`src/rtl/cal_pattern_sequencer.sv`:
```
// LED strand calibration sequencer: sweep, bit-plane and manual pattern modes,
// per-LED colour lookup for the strand driver and capture handshake with the camera path.
module cal_pattern_sequencer #(
  parameter int unsigned NUM_LEDS          = 50,
  parameter int unsigned LED_ADDRESS_WIDTH = 6,
  parameter int unsigned PLANE_BITS        = $clog2(NUM_LEDS),
  parameter int unsigned SETTLE_FRAMES     = 2,
  parameter logic [23:0] ON_COLOR          = 24'hFFFFFF
) (
  input  logic                         clk,
  input  logic                         rst,
  input  logic                         start,
  input  logic                         abort,
  input  logic [1:0]                   mode,
  input  logic                         increment_id,
  input  logic [LED_ADDRESS_WIDTH:0]   next_led_request,
  input  logic                         led_request_valid,
  input  logic                         frame_shown,
  input  logic                         capture_done,
  output logic [7:0]                   green_out,
  output logic [7:0]                   red_out,
  output logic [7:0]                   blue_out,
  output logic                         color_valid,
  output logic                         capture_req,
  output logic [LED_ADDRESS_WIDTH:0]   step_index,
  output logic                         busy,
  output logic                         done
);

  localparam int unsigned IDX_W    = LED_ADDRESS_WIDTH + 1;
  localparam int unsigned SETTLE_W = 4;

  localparam logic [1:0] MODE_SWEEP  = 2'd0;
  localparam logic [1:0] MODE_PLANE  = 2'd1;
  localparam logic [1:0] MODE_MANUAL = 2'd2;

  typedef enum logic [2:0] {
    IDLE,
    SHOW,
    CAPTURE,
    HOLD,
    NEXT,
    DONE
  } state_t;

  state_t              state_q, state_d;
  logic [IDX_W-1:0]    step_q, step_d;
  logic [SETTLE_W-1:0] settle_q, settle_d;
  logic [1:0]          mode_q, mode_d;
  logic [IDX_W-1:0]    last_step_c;
  logic [IDX_W-1:0]    plane_c;
  logic                lit_c;

  assign step_index = step_q;

  // Final step number depends on the latched mode
  always_comb begin
    last_step_c = IDX_W'(NUM_LEDS - 1);
    if (mode_q == MODE_PLANE) begin
      last_step_c = IDX_W'(2 * PLANE_BITS - 1);
    end
  end

  // Next-state logic; abort overrides every other transition
  always_comb begin
    state_d  = state_q;
    step_d   = step_q;
    settle_d = settle_q;
    mode_d   = mode_q;
    unique case (state_q)
      IDLE: begin
        if (start) begin
          mode_d   = (mode == 2'd3) ? MODE_SWEEP : mode;
          step_d   = '0;
          settle_d = '0;
          state_d  = SHOW;
        end
      end
      SHOW: begin
        settle_d = settle_q + SETTLE_W'(frame_shown);
        if (settle_d == SETTLE_W'(SETTLE_FRAMES)) begin
          state_d = (mode_q == MODE_MANUAL) ? HOLD : CAPTURE;
        end
      end
      CAPTURE: begin
        if (capture_done) state_d = NEXT;
      end
      HOLD: begin
        if (increment_id) state_d = NEXT;
      end
      NEXT: begin
        if (step_q == last_step_c) begin
          state_d = DONE;
        end else begin
          step_d   = step_q + IDX_W'(1);
          settle_d = '0;
          state_d  = SHOW;
        end
      end
      DONE: state_d = IDLE;
      default: state_d = IDLE;
    endcase
    if (abort) begin
      state_d  = IDLE;
      step_d   = step_q;
      settle_d = settle_q;
      mode_d   = mode_q;
    end
  end

  // Is the requested LED lit in the currently displayed step?
  always_comb begin
    lit_c   = 1'b0;
    plane_c = next_led_request >> (step_q >> 1);
    if (state_q != IDLE && state_q != DONE && next_led_request < IDX_W'(NUM_LEDS)) begin
      if (mode_q == MODE_PLANE) begin
        lit_c = plane_c[0] ^ step_q[0];
      end else begin
        lit_c = (next_led_request == step_q);
      end
    end
  end

  always_ff @(posedge clk) begin
    if (rst) begin
      state_q     <= IDLE;
      step_q      <= '0;
      settle_q    <= '0;
      mode_q      <= MODE_SWEEP;
      busy        <= 1'b0;
      capture_req <= 1'b0;
      done        <= 1'b0;
      color_valid <= 1'b0;
      green_out   <= 8'h00;
      red_out     <= 8'h00;
      blue_out    <= 8'h00;
    end else begin
      state_q     <= state_d;
      step_q      <= step_d;
      settle_q    <= settle_d;
      mode_q      <= mode_d;
      busy        <= (state_d != IDLE);
      capture_req <= (state_d == CAPTURE);
      done        <= (state_d == DONE);
      color_valid <= led_request_valid;
      {green_out, red_out, blue_out} <= (led_request_valid && lit_c) ? ON_COLOR : 24'h000000;
    end
  end

endmodule

```
`config.mk`:
```
export PLATFORM = sky130hd
export DESIGN_NAME = cal_pattern_sequencer
export DESIGN_NICKNAME = d
export VERILOG_FILES = /design/src/rtl/cal_pattern_sequencer.sv
export SDC_FILE = /design/constraint.sdc
export NUM_CORES = 1
export LEC_CHECK = 0
export CAP_MARGIN = 30
export CORE_MARGIN = 2
export CORE_UTILIZATION = 45
export CTS_CLUSTER_DIAMETER = 80
export DETAILED_ROUTE_END_ITERATION = 10
export PLACE_DENSITY = 0.82
export SETUP_SLACK_MARGIN = 0.5
export SYNTH_ARGS = -nofsm -noshare
export SYNTH_HDL_FRONTEND = slang
export SYNTH_SLANG_ARGS = --single-unit
```
`constraint.sdc`:
```
create_clock -name clk -period 2.4 [get_ports clk]
set_input_delay 0.48 -clock clk [delete_from_list [all_inputs] [get_ports clk]]
set_output_delay 0.48 -clock clk [all_outputs]
set_load 0.005 [all_outputs]
```
==> results.md, run 1 <==
- Max-Cap Viols: 0
- Post-layout worst setup margin: 0.547 ns
- Via density: 5.36
- Standard-cell row count: 20
- Share of cells above drive strength 1: 0.166
- Post-DP HPWL: 2590 µm
- Cell area power density: 323 nW/µm²
- Final worst path period share: 0.772
- Fillers: 276
- Crit Reg-Reg Startpoint: step_index[5]
- Setup violations, final: 0
- Fin crit period: 1.85 ns
- CTS tree: built
- Critical R2R Capture: settle_q[2]
- Starting Density: 0.473
- Core area: 3050 µm²
- Avg WL per Cell: 14.4 µm
- CP Data Required Time: 2.60 ns
- Longest Clk Path Bufs: 2
- H-tree depth: 1
- Status: finished clean
- Final Hold Slack: 0.476 ns
- Post-synth net total: 190
- Finished Layout Cells: 243
- Largest delay share family, worst path: buffers and inverters
- P&R area growth vs syn: 33.4%
- Pre-antenna DRT Iters: 4
- CP max FO: 3
- Crit path max-delay cell type: clkdlybuf4s50_1
- Hold Path End: settle_q[0]
- Detailed Route WL: 3500 µm
- Peak VDD IR: 0.000333 V
- GP Congestion: 0.912
- Fin util: 0.632
- Leak: 0.727 nW
- Max-slew violations: 0
- Worst path max stage delay: 0.47 ns
- Placement Setup Slack: 0.0544 ns
- CTS clk-pin slew, worst paths: 0.11 ns
- WHS Path Cells: 2
- Register bit total from synthesis: 21
- Clock buffer count from CTS: 3
- Clock sink count: 21
- Yosys cell types: 42
- Final setup TNS: 0 ns
- Relative slew slack: 0.692
- Crit path launch type: input pin
- Worst R2R Setup Slack: 0.58 ns
- Die width: 60.7 µm
- Reg2reg path depth: 5
- Critical Path AT: 2.05 ns
- Sequential area share after synthesis: 0.291
- Mapped cell area: 1450 µm²
- Die footprint: 3680 µm²
- DRT iter0 DRCs: 31
- Top cells by area, synth: dfxtp_1, buf_4, xor2_1
- Global-route wire length before repair: 5410 µm
- Largest net degree at the start of global routing: 25
- Crit-path cells: clkdlybuf4s50_1, ha_2, ha_4, xor2_1, nor3b_2, and3_1, o21ai_2, nand3_1
- Syn Area/Cell: 8.50 µm²
- Final Hold Fails: 0
- Clk root buf: clkbuf_4
- Vias in the first global route: 1213
- Vias: 1303
- Most used DFF post-synth: dfxtp_1
- Worst-Skew Late Latency: 0.31 ns
- Antenna diodes: 0
- CP endpoint kind: register
- Post-route ant nets: 0
- Worst slew pin tran: 0.457 ns
- Congestion Overflow GR: 0
- Antenna violations before repair: 0
- All-Layer GR Usage: 0.195
- EDFF count, synth: 0
- Dominant cell type by area after synthesis: dfxtp_1
- Synth top area share: 0.291
- Final nets: 220
- Synth warnings: 0
- Buf/Inv on CP: 1
- Die extent in y: 60.7 µm
- RSZ-0062 raised after global routing: yes
- IO Port Bufs: 51
- Crit Path Category: input pin to register
- Hold/Removal Path Class: register to register
- DP Cell Count: 235
- DRC viols: 0
- Skew final: 0.00533 ns
- Cells after synthesis: 170
- Num ports: 52
- Max Fclk: 540 MHz
- Asr flop ratio synth: 0
- HP Start: settle_q[0]
-- placed cells by master, fill, tap and decap left out, types with 2 or more instances in the layout --
cell type	instances
a21oi_1	8
and3_1	2
buf_4	5
clkbuf_4	3
clkdlybuf4s50_1	50
dfxtp_1	12
dfxtp_2	7
dfxtp_4	2
inv_1	8
mux2i_1	3
nand2_1	10
nand2b_1	2
nand3_1	5
nand4_1	2
nor2_1	13
nor2b_1	4
nor3_1	5
nor3b_1	2
nor4_1	2
o2111ai_1	3
o211ai_1	2
o21ai_1	2
o21ai_2	2
or3_1	3
xor2_1	15
-- layer usage --
layer / up-vias / global-route usage / part of all wire
met5: - / 0 / 0
met4: 0 / 0.0652 / 0.020
met3: 10 / 0.0512 / 0.063
met2: 54 / 0.350 / 0.50
met1: 607 / 0.222 / 0.42
li1: 632 / - / -
-- what timing repair did --
item                       CTS  global route
resized for setup           10            13
pin swaps                    1             5
setup endpoints to repair   34            35
hold buffers                 0             0
setup buffers                0             4
cloned                       0             0
-- registers in the layout (all words and copies together), names as in the netlist --
name         cells
settle_q         4
green_out        1
color_valid      1
busy             1
done             1
capture_req      1
state_q          3
mode_q           2
step_index       7
-- report_power, final --
group / total (mW) / internal [mW] / leakage (nW) / switching (mW)
clock: 0.173 / 0.0623 / 0.0177 / 0.111
combinational: 0.0947 / 0.0521 / 0.535 / 0.0425
sequential: 0.354 / 0.350 / 0.175 / 0.00381
total: 0.622 / 0.465 / 0.727 / 0.157
-- layout make-up --
class | count | area (µm²) | share of cell area
Multi-Input combinational cell | 110 | 828 | 0.430
Timing Repair Buffer | 56 | 551 | 0.286
Sequential cell | 21 | 437 | 0.226
Tap cell | 44 | 55.1 | 0.0286
Inverter | 8 | 30.0 | 0.0156
Clock buffer | 3 | 22.5 | 0.0117
Clock inverter | 1 | 5.00 | 0.00260
-- cell usage after synthesis, drive strengths merged (3+ instances only) --
| library cell | instances |
|---|---|
| a21oi | 9 |
| buf | 28 |
| clkbuf | 3 |
| dfxtp | 21 |
| ha | 3 |
| inv | 8 |
| mux2i | 4 |
| nand2 | 10 |
| nand2b | 3 |
| nand3 | 5 |
| nor2 | 13 |
| nor2b | 4 |
| nor3 | 6 |
| nor3b | 3 |
| o2111ai | 4 |
| o21ai | 5 |
| or3 | 3 |
| xor2 | 15 |
-- per-stage QoR --
stage / total power [mW] / area, µm²
3_3_place_gp: 0.448 / 1810
6_report: 0.622 / 1930
3_5_place_dp: 0.451 / 1810
2_1_floorplan: 0.405 / 1450
4_1_cts: 0.625 / 1850
5_1_grt: 0.653 / 1930
-- worst reg2reg max path, delay by kind of cell, from the launching register on --
kind               cells  cell delay [ns]
AOI/OAI and AO/OA      2             0.29
and+or+nand+nor        2             0.77
DFF                    1             0.43
muxes                  1             0.27
-- worst max-delay path by stage --
| stage | from | end | slack (ns) | cells after the start |
|---|---|---|---|---|
| after floorplan | frame_shown | busy | 0.70 | 6 |
| after global placement | start | settle_q[2] | 0.19 | 6 |
| after detailed placement | frame_shown | busy | 0.05 | 8 |
| after CTS | green_out[6] | green_out[7] | 0.44 | 1 |
| after global routing | green_out[6] | red_out[6] | 0.49 | 1 |
| final | frame_shown | busy | 0.55 | 8 |
-- kinds of logic after synthesis --
family,share of synthesized area
mux,0.0519
flops,0.291
simple gates,0.233
compound gates,0.139
fa+ha+maj,0.0260
buf+inv,0.168
xor+xnor,0.0909
(Power assumes the default switching activity.)
==> run 2: changes to the inputs <==
==> constraint.sdc (replaced) <==
create_clock -name clk -period 1.8 [get_ports clk]
set_input_delay 0.36 -clock clk [delete_from_list [all_inputs] [get_ports clk]]
set_output_delay 0.36 -clock clk [all_outputs]
set_load 0.005 [all_outputs]
==> run 2 against run 1 <==
Total power up 43%. Utilization up 24 points. Critical endpoint is now step_index[3]. The run now ends with setup timing left. First-iteration DRC count rose to 4.3 times the previous value. Highest routed layer unchanged. Critical path depth down 1. Final cell count up 26%.
==> results.md, run 2 (synthesis results as in run 1) <==
- Status: finished, violations left
- Failing checks: setup timing
- Commonest non-fill, non-tap cell in the layout: buf_6
- H-tree depth: 1 (unchanged)
- Cell area after layout: 2660 µm² (+38%)
- Standard-cell row count: 20 (unchanged)
- Longest Clk Path Bufs: 2 (unchanged)
- Global-route wire length before repair: 7220 µm (+33%)
- RSZ-0062 raised after global routing: yes
- Antenna diodes: 0 (unchanged)
- IO Port Bufs: 51 (unchanged)
- Total Power: 0.890 mW (+43%)
- Vias: 1809 (+39%)
- Leak: 1.25 nW (+72%)
- Setup violations, final: 2 (+2)
- Vias in the first global route: 1573 (+30%)
- Starting Density: 0.473 (unchanged)
- Num ports: 52 (unchanged)
- Final nets: 282 (+28%)
- HP Start: settle_q[0]
- Detailed Route WL: 6700 µm (+92%)
- Post-DP HPWL: 2900 µm (+12%)
- Pre-antenna DRT Iters: 4 (unchanged)
- Max-Cap Viols: 0 (unchanged)
- Skew final: 0.00865 ns (+0.00332 ns)
- Max FFs per register: 7 (unchanged)
- Die width: 60.7 µm (unchanged)
- Placement Setup Slack: -0.358 ns (-0.413 ns)
- Critical R2R Capture: step_index[3]
- Fin crit period: 1.81 ns
- Relative slew slack: 0.647 (-0.0451)
- Met3 global-route usage: 0.0384 (-0.0128)
- Met1 Use GR: 0.266 (+0.0437)
- Worst slew pin tran: 0.527 ns (+0.0701 ns)
- Crit path launch type: register
- Largest net degree at the start of global routing: 13 (-48%)
- All-Layer GR Usage: 0.269 (+0.0745)
- Cell area power density: 335 nW/µm² (+3.9%)
- Core area: 3050 µm² (unchanged)
- Peak VDD IR: 0.000458 V (+37%)
- Seq pwr share: 0.523 (-0.046)
- DRC viols: 0 (unchanged)
- Via density: 5.93 (+11%)
- Most frequent cells in the layout: buf_6, buf_4, xor2_1, clkdlybuf4s50_1, nor2_1
- Crit Reg-Reg Startpoint: state_q[2]
- Crit Path Category: register to register
- Hold/Removal Path Class: register to register
- Clock buffer count from CTS: 3 (unchanged)
- Fillers: 134 (-51%)
- Critical Path AT: 2.03 ns (-0.02 ns)
- CP max FO: 6 (+3)
- GP Congestion: 0.872 (-4.4%)
- Share of cells above drive strength 1: 0.559 (+0.394)
- Int Power: 0.637 mW (+37%)
- Die footprint: 3680 µm² (unchanged)
- Max Fclk: 552 MHz
- DRT iter0 DRCs: 134 (+330%)
- Final Hold Fails: 0 (unchanged)
- CTS tree: built
- Clock sink count: 21 (unchanged)
- Placed cell area: 2000 µm² (+11%)
- Psw: 0.253 mW (+61%)
- CP Data Required Time: 2.02 ns (-0.58 ns)
- Post-layout worst setup margin: -0.0104 ns (-0.557 ns)
- CTS clk-pin slew, worst paths: 0.13 ns (+0.02 ns)
- Clk root buf: clkbuf_4
- Hold Path End: settle_q[0]
- WHS Path Cells: 2 (unchanged)
- Clock share of power: 0.274 (-0.005)
- Switching Share: 0.284 (+0.0309)
- Final worst path period share: 1.01
- Final setup TNS: -0.0166 ns (-0.0166 ns)
- Congestion Overflow GR: 0 (unchanged)
- CP endpoint kind: register
- Post-route ant nets: 0 (unchanged)
- Die extent in y: 60.7 µm (unchanged)
- Antenna violations before repair: 0 (unchanged)
- Combinational fraction of design power: 0.202 (+0.050)
- P&R area growth vs syn: 83.8%
- Reg2reg path depth: 7 (+2)
- Worst-Skew Late Latency: 0.32 ns (about the same)
- Gr busiest metal: met2
- Met2 usage: 0.538 (+0.187)
- Max-slew violations: 0 (unchanged)
- Worst R2R Setup Slack: -0.01 ns (-0.59 ns)
- Avg WL per Cell: 22.0 µm (+53%)
==> run 2: critical path: stages (launching register included) <==
cell and delay [ns]:
dfxtp_4 0.38, buf_4 0.11, nor4bb_2 0.34, nand2_2 0.21
buf_4 0.20, o211ai_1 0.23, xor2_1 0.18, nor2_1 0.06
==> run 2: area by class of cell <==
class | instances | area, µm² | share of cell area
repair buffers | 118 | 1140 | 0.430
multi-input cells | 110 | 950 | 0.358
clock inverters | 1 | 5.00 | 0.00188
flip-flops and latches | 21 | 453 | 0.171
clock buffers | 3 | 22.5 | 0.00848
well taps | 44 | 55.1 | 0.0207
inverters | 8 | 30.0 | 0.0113
==> run 2: metal layers <==
layer	share of wire	routed length (µm)	vias up
met5	0	0	-
met4	0.059	397	0
met3	0.072	482	42
met2	0.52	3460	131
met1	0.35	2370	882
li1	-	-	754
==> run 2: metrics by stage <==
| step | util | cells | hold WS [ns] |
|---|---|---|---|
| floorplan | - | 170 | 0.465 |
| global placement | 0.657 | 255 | 0.479 |
| detailed placement | 0.657 | 255 | 0.491 |
| CTS | 0.768 | 288 | 0.485 |
| global route | 0.870 | 305 | 0.514 |
| finish | 0.870 | 305 | 0.496 |
==> run 2: power groups by stage <==
stage               Combinational [mW]  Sequential [mW]  Clock, mW
floorplan                       0.0623            0.482          0
global placement                 0.135            0.484          0
detailed placement               0.141            0.484          0
CTS                              0.147            0.468      0.234
global route                     0.189            0.467      0.264
finish                           0.180            0.466      0.244
==> run 2: worst max path at each step <==
stage | slack (ns) | endpoint | cells past startpoint | from
after detailed placement | -0.36 | capture_req | 8 | frame_shown
after CTS | 0.09 | settle_q[2] | 5 | state_q[2]
after global placement | -0.25 | busy | 8 | frame_shown
after global routing | -0.06 | settle_q[2] | 5 | state_q[0]
final | -0.01 | step_index[3] | 7 | state_q[2]
after floorplan | 0.12 | settle_q[2] | 6 | step_index[4]
==> run 2: what timing repair did <==
item / in CTS / in global routing
endpoints found under the setup margin: 55 / 50
hold buffers: 0 / 0
cloned: 3 / 0
pin swaps: 7 / 14
gates resized for setup: 151 / 58
buffers inserted: 26 / 17
==> run 3: changes to the inputs <==
--- a/config.mk
+++ b/config.mk
@@ -8,10 +8,10 @@
 export CAP_MARGIN = 30
 export CORE_MARGIN = 2
 export CORE_UTILIZATION = 45
-export CTS_CLUSTER_DIAMETER = 80
 export DETAILED_ROUTE_END_ITERATION = 10
 export PLACE_DENSITY = 0.82
 export SETUP_SLACK_MARGIN = 0.5
+export SKIP_CTS_REPAIR_TIMING = 1
 export SYNTH_ARGS = -nofsm -noshare
 export SYNTH_HDL_FRONTEND = slang
 export SYNTH_SLANG_ARGS = --single-unit
==> run 3 against run 2 <==
The flow now finishes without violations. Clock skew up 0.0031 ns. Sequential share of layout area increased by 2.5 points. Final area fell by 13%. Total power shrank 3.6%. Count of clock-buffer cells in the layout unchanged. Critical endpoint is now settle_q[2]. Highest routed layer unchanged.
==> results.md, run 3 (synthesis results as in run 1) <==
- H-tree depth: 1 (unchanged)
- CP max FO: 6 (unchanged)
- RSZ-0062 raised after global routing: yes
- DP Cell Count: 255 (unchanged)
- Final nets: 260 (-7.8%)
- IO Port Bufs: 51 (unchanged)
- CTS tree: built
- P&R area growth vs syn: 59.0%
- Final Hold Fails: 0 (unchanged)
- Vias in the first global route: 1357 (-14%)
- Finished Layout Cells: 283 (-7.2%)
- Psw: 0.221 mW (-12%)
- Die extent in y: 60.7 µm (unchanged)
- Leak: 1.19 nW (-4.5%)
- Longest Clk Path Bufs: 2 (unchanged)
- Avg WL per Cell: 15.7 µm (-29%)
- CP endpoint kind: register
- Detailed Route WL: 4430 µm (-34%)
- Fin crit period: 1.75 ns (-0.0565 ns)
- Worst slew pin tran: 0.464 ns (-0.0638 ns)
- Peak VDD IR: 0.000352 V (-23%)
- CP Data Required Time: 2.03 ns (about the same)
- Clock buffer count from CTS: 3 (unchanged)
- Switching Share: 0.258 (-0.0262)
- Skew final: 0.0117 ns (+0.00306 ns)
- Antenna violations before repair: 0 (unchanged)
- Congestion Overflow GR: 0 (unchanged)
- Largest net degree at the start of global routing: 25 (+12)
- Combinational fraction of design power: 0.186 (-0.016)
- Global-route wire length before repair: 5840 µm (-19%)
- Crit Reg-Reg Startpoint: state_q[2]
- Commonest non-fill, non-tap cell in the layout: buf_4
- Crit path launch type: register
- Max FFs per register: 7 (unchanged)
- Seq pwr share: 0.546 (+0.023)
- Final worst path period share: 0.974 (-0.0314)
- Final setup TNS: 0 ns (+0.0166 ns)
- Die width: 60.7 µm (unchanged)
- Post-route ant nets: 0 (unchanged)
- Worst R2R Setup Slack: 0.05 ns (+0.06 ns)
- Placement Setup Slack: -0.358 ns (unchanged)
- Max-Cap Viols: 0 (unchanged)
- Antenna diodes: 0 (unchanged)
- Clock share of power: 0.269 (-0.005)
- Crit Path Category: register to register
- Reg2reg path depth: 5 (-2)
- Sequential Area: 450 µm² (-0.55%)
- Cell area power density: 373 nW/µm² (+11%)
- Hold/Removal Path Class: register to register
- Int Power: 0.637 mW (about the same)
- Pre-antenna DRT Iters: 4 (unchanged)
- Worst-Skew Late Latency: 0.31 ns (about the same)
- Relative slew slack: 0.690 (+0.0427)
- Clock sink count: 21 (unchanged)
- Multi-input logic area: 897 µm² (-5.5%)
- Final Hold Slack: 0.481 ns (-0.0151 ns)
- Clk root buf: clkbuf_4
- All-Layer GR Usage: 0.212 (-0.0575)
- WHS Path Cells: 2 (unchanged)
- Max Fclk: 570 MHz (+3.2%)
- Share of cells above drive strength 1: 0.473 (-0.0866)
- Critical Path AT: 1.99 ns (-0.04 ns)
- CP startpoint: state_q[2]
- Vias: 1487 (-18%)
- Fillers: 221 (+65%)
- Most frequent cells in the layout: buf_4, clkbuf_2, xor2_1, clkdlybuf4s50_1
- Max-slew violations: 0 (unchanged)
- Status: finished clean
- Standard-cell row count: 20 (unchanged)
- DRC viols: 0 (unchanged)
- Post-layout worst setup margin: 0.0461 ns (+0.0565 ns)
- Num ports: 52 (unchanged)
- Core area: 3050 µm² (unchanged)
- HP Start: settle_q[0]
- Via density: 5.25 (-11%)
- CTS clk-pin slew, worst paths: 0.13 ns (about the same)
- GP Congestion: 0.872 (unchanged)
- Starting Density: 0.473 (unchanged)
- Die footprint: 3680 µm² (unchanged)
- Post-DP HPWL: 2900 µm (unchanged)
- Setup violations, final: 0 (-2)
- DRT iter0 DRCs: 93 (-31%)
[run 3: power groups by stage]
stage                     sequential, mW  combinational (mW)  clock, mW
after floorplan                    0.482              0.0623          0
after global placement             0.484               0.135          0
after detailed placement           0.484               0.141          0
after CTS                          0.474               0.142      0.234
after global routing               0.469               0.170      0.255
final                              0.468               0.159      0.231
[run 3: area by class of cell]
class	count	share of cell area
sequential	21	0.196
inverter	8	0.0131
clock inverter	1	0.00218
clock buffer	3	0.00980
multi-input combinational	110	0.390
timing repair buffer	96	0.365
tap	44	0.0240
[run 3: worst paths after layout]
| check | endpoint |
|---|---|
| setup / recovery | settle_q[2] |
| hold / removal | settle_q[0] |
| setup reg to reg | settle_q[2] |
| hold reg to reg | settle_q[0] |
[run 3: worst max-delay path, cell delays in order (launching register included)]
cell       delay (ns)
dfxtp_4          0.39
buf_4            0.15
a2111oi_4        0.37
o21ai_2          0.12
or4_4            0.51
a21oi_2          0.13
[run 3: metrics by stage]
| stage | utilization | area, µm² | power [mW] |
|---|---|---|---|
| after global routing | 0.753 | 2300 | 0.894 |
| after CTS | 0.666 | 2030 | 0.850 |
| final | 0.753 | 2300 | 0.858 |
| after detailed placement | 0.657 | 2000 | 0.625 |
| after floorplan | - | 1510 | 0.545 |
| after global placement | 0.657 | 2000 | 0.619 |
[run 3: layer usage]
metal / routed length (µm) / GRT usage
met4: 87 / 0.0870
met5: 0 / 0
met2: 2500 / 0.415
met3: 210 / 0.0277
met1: 1640 / 0.223
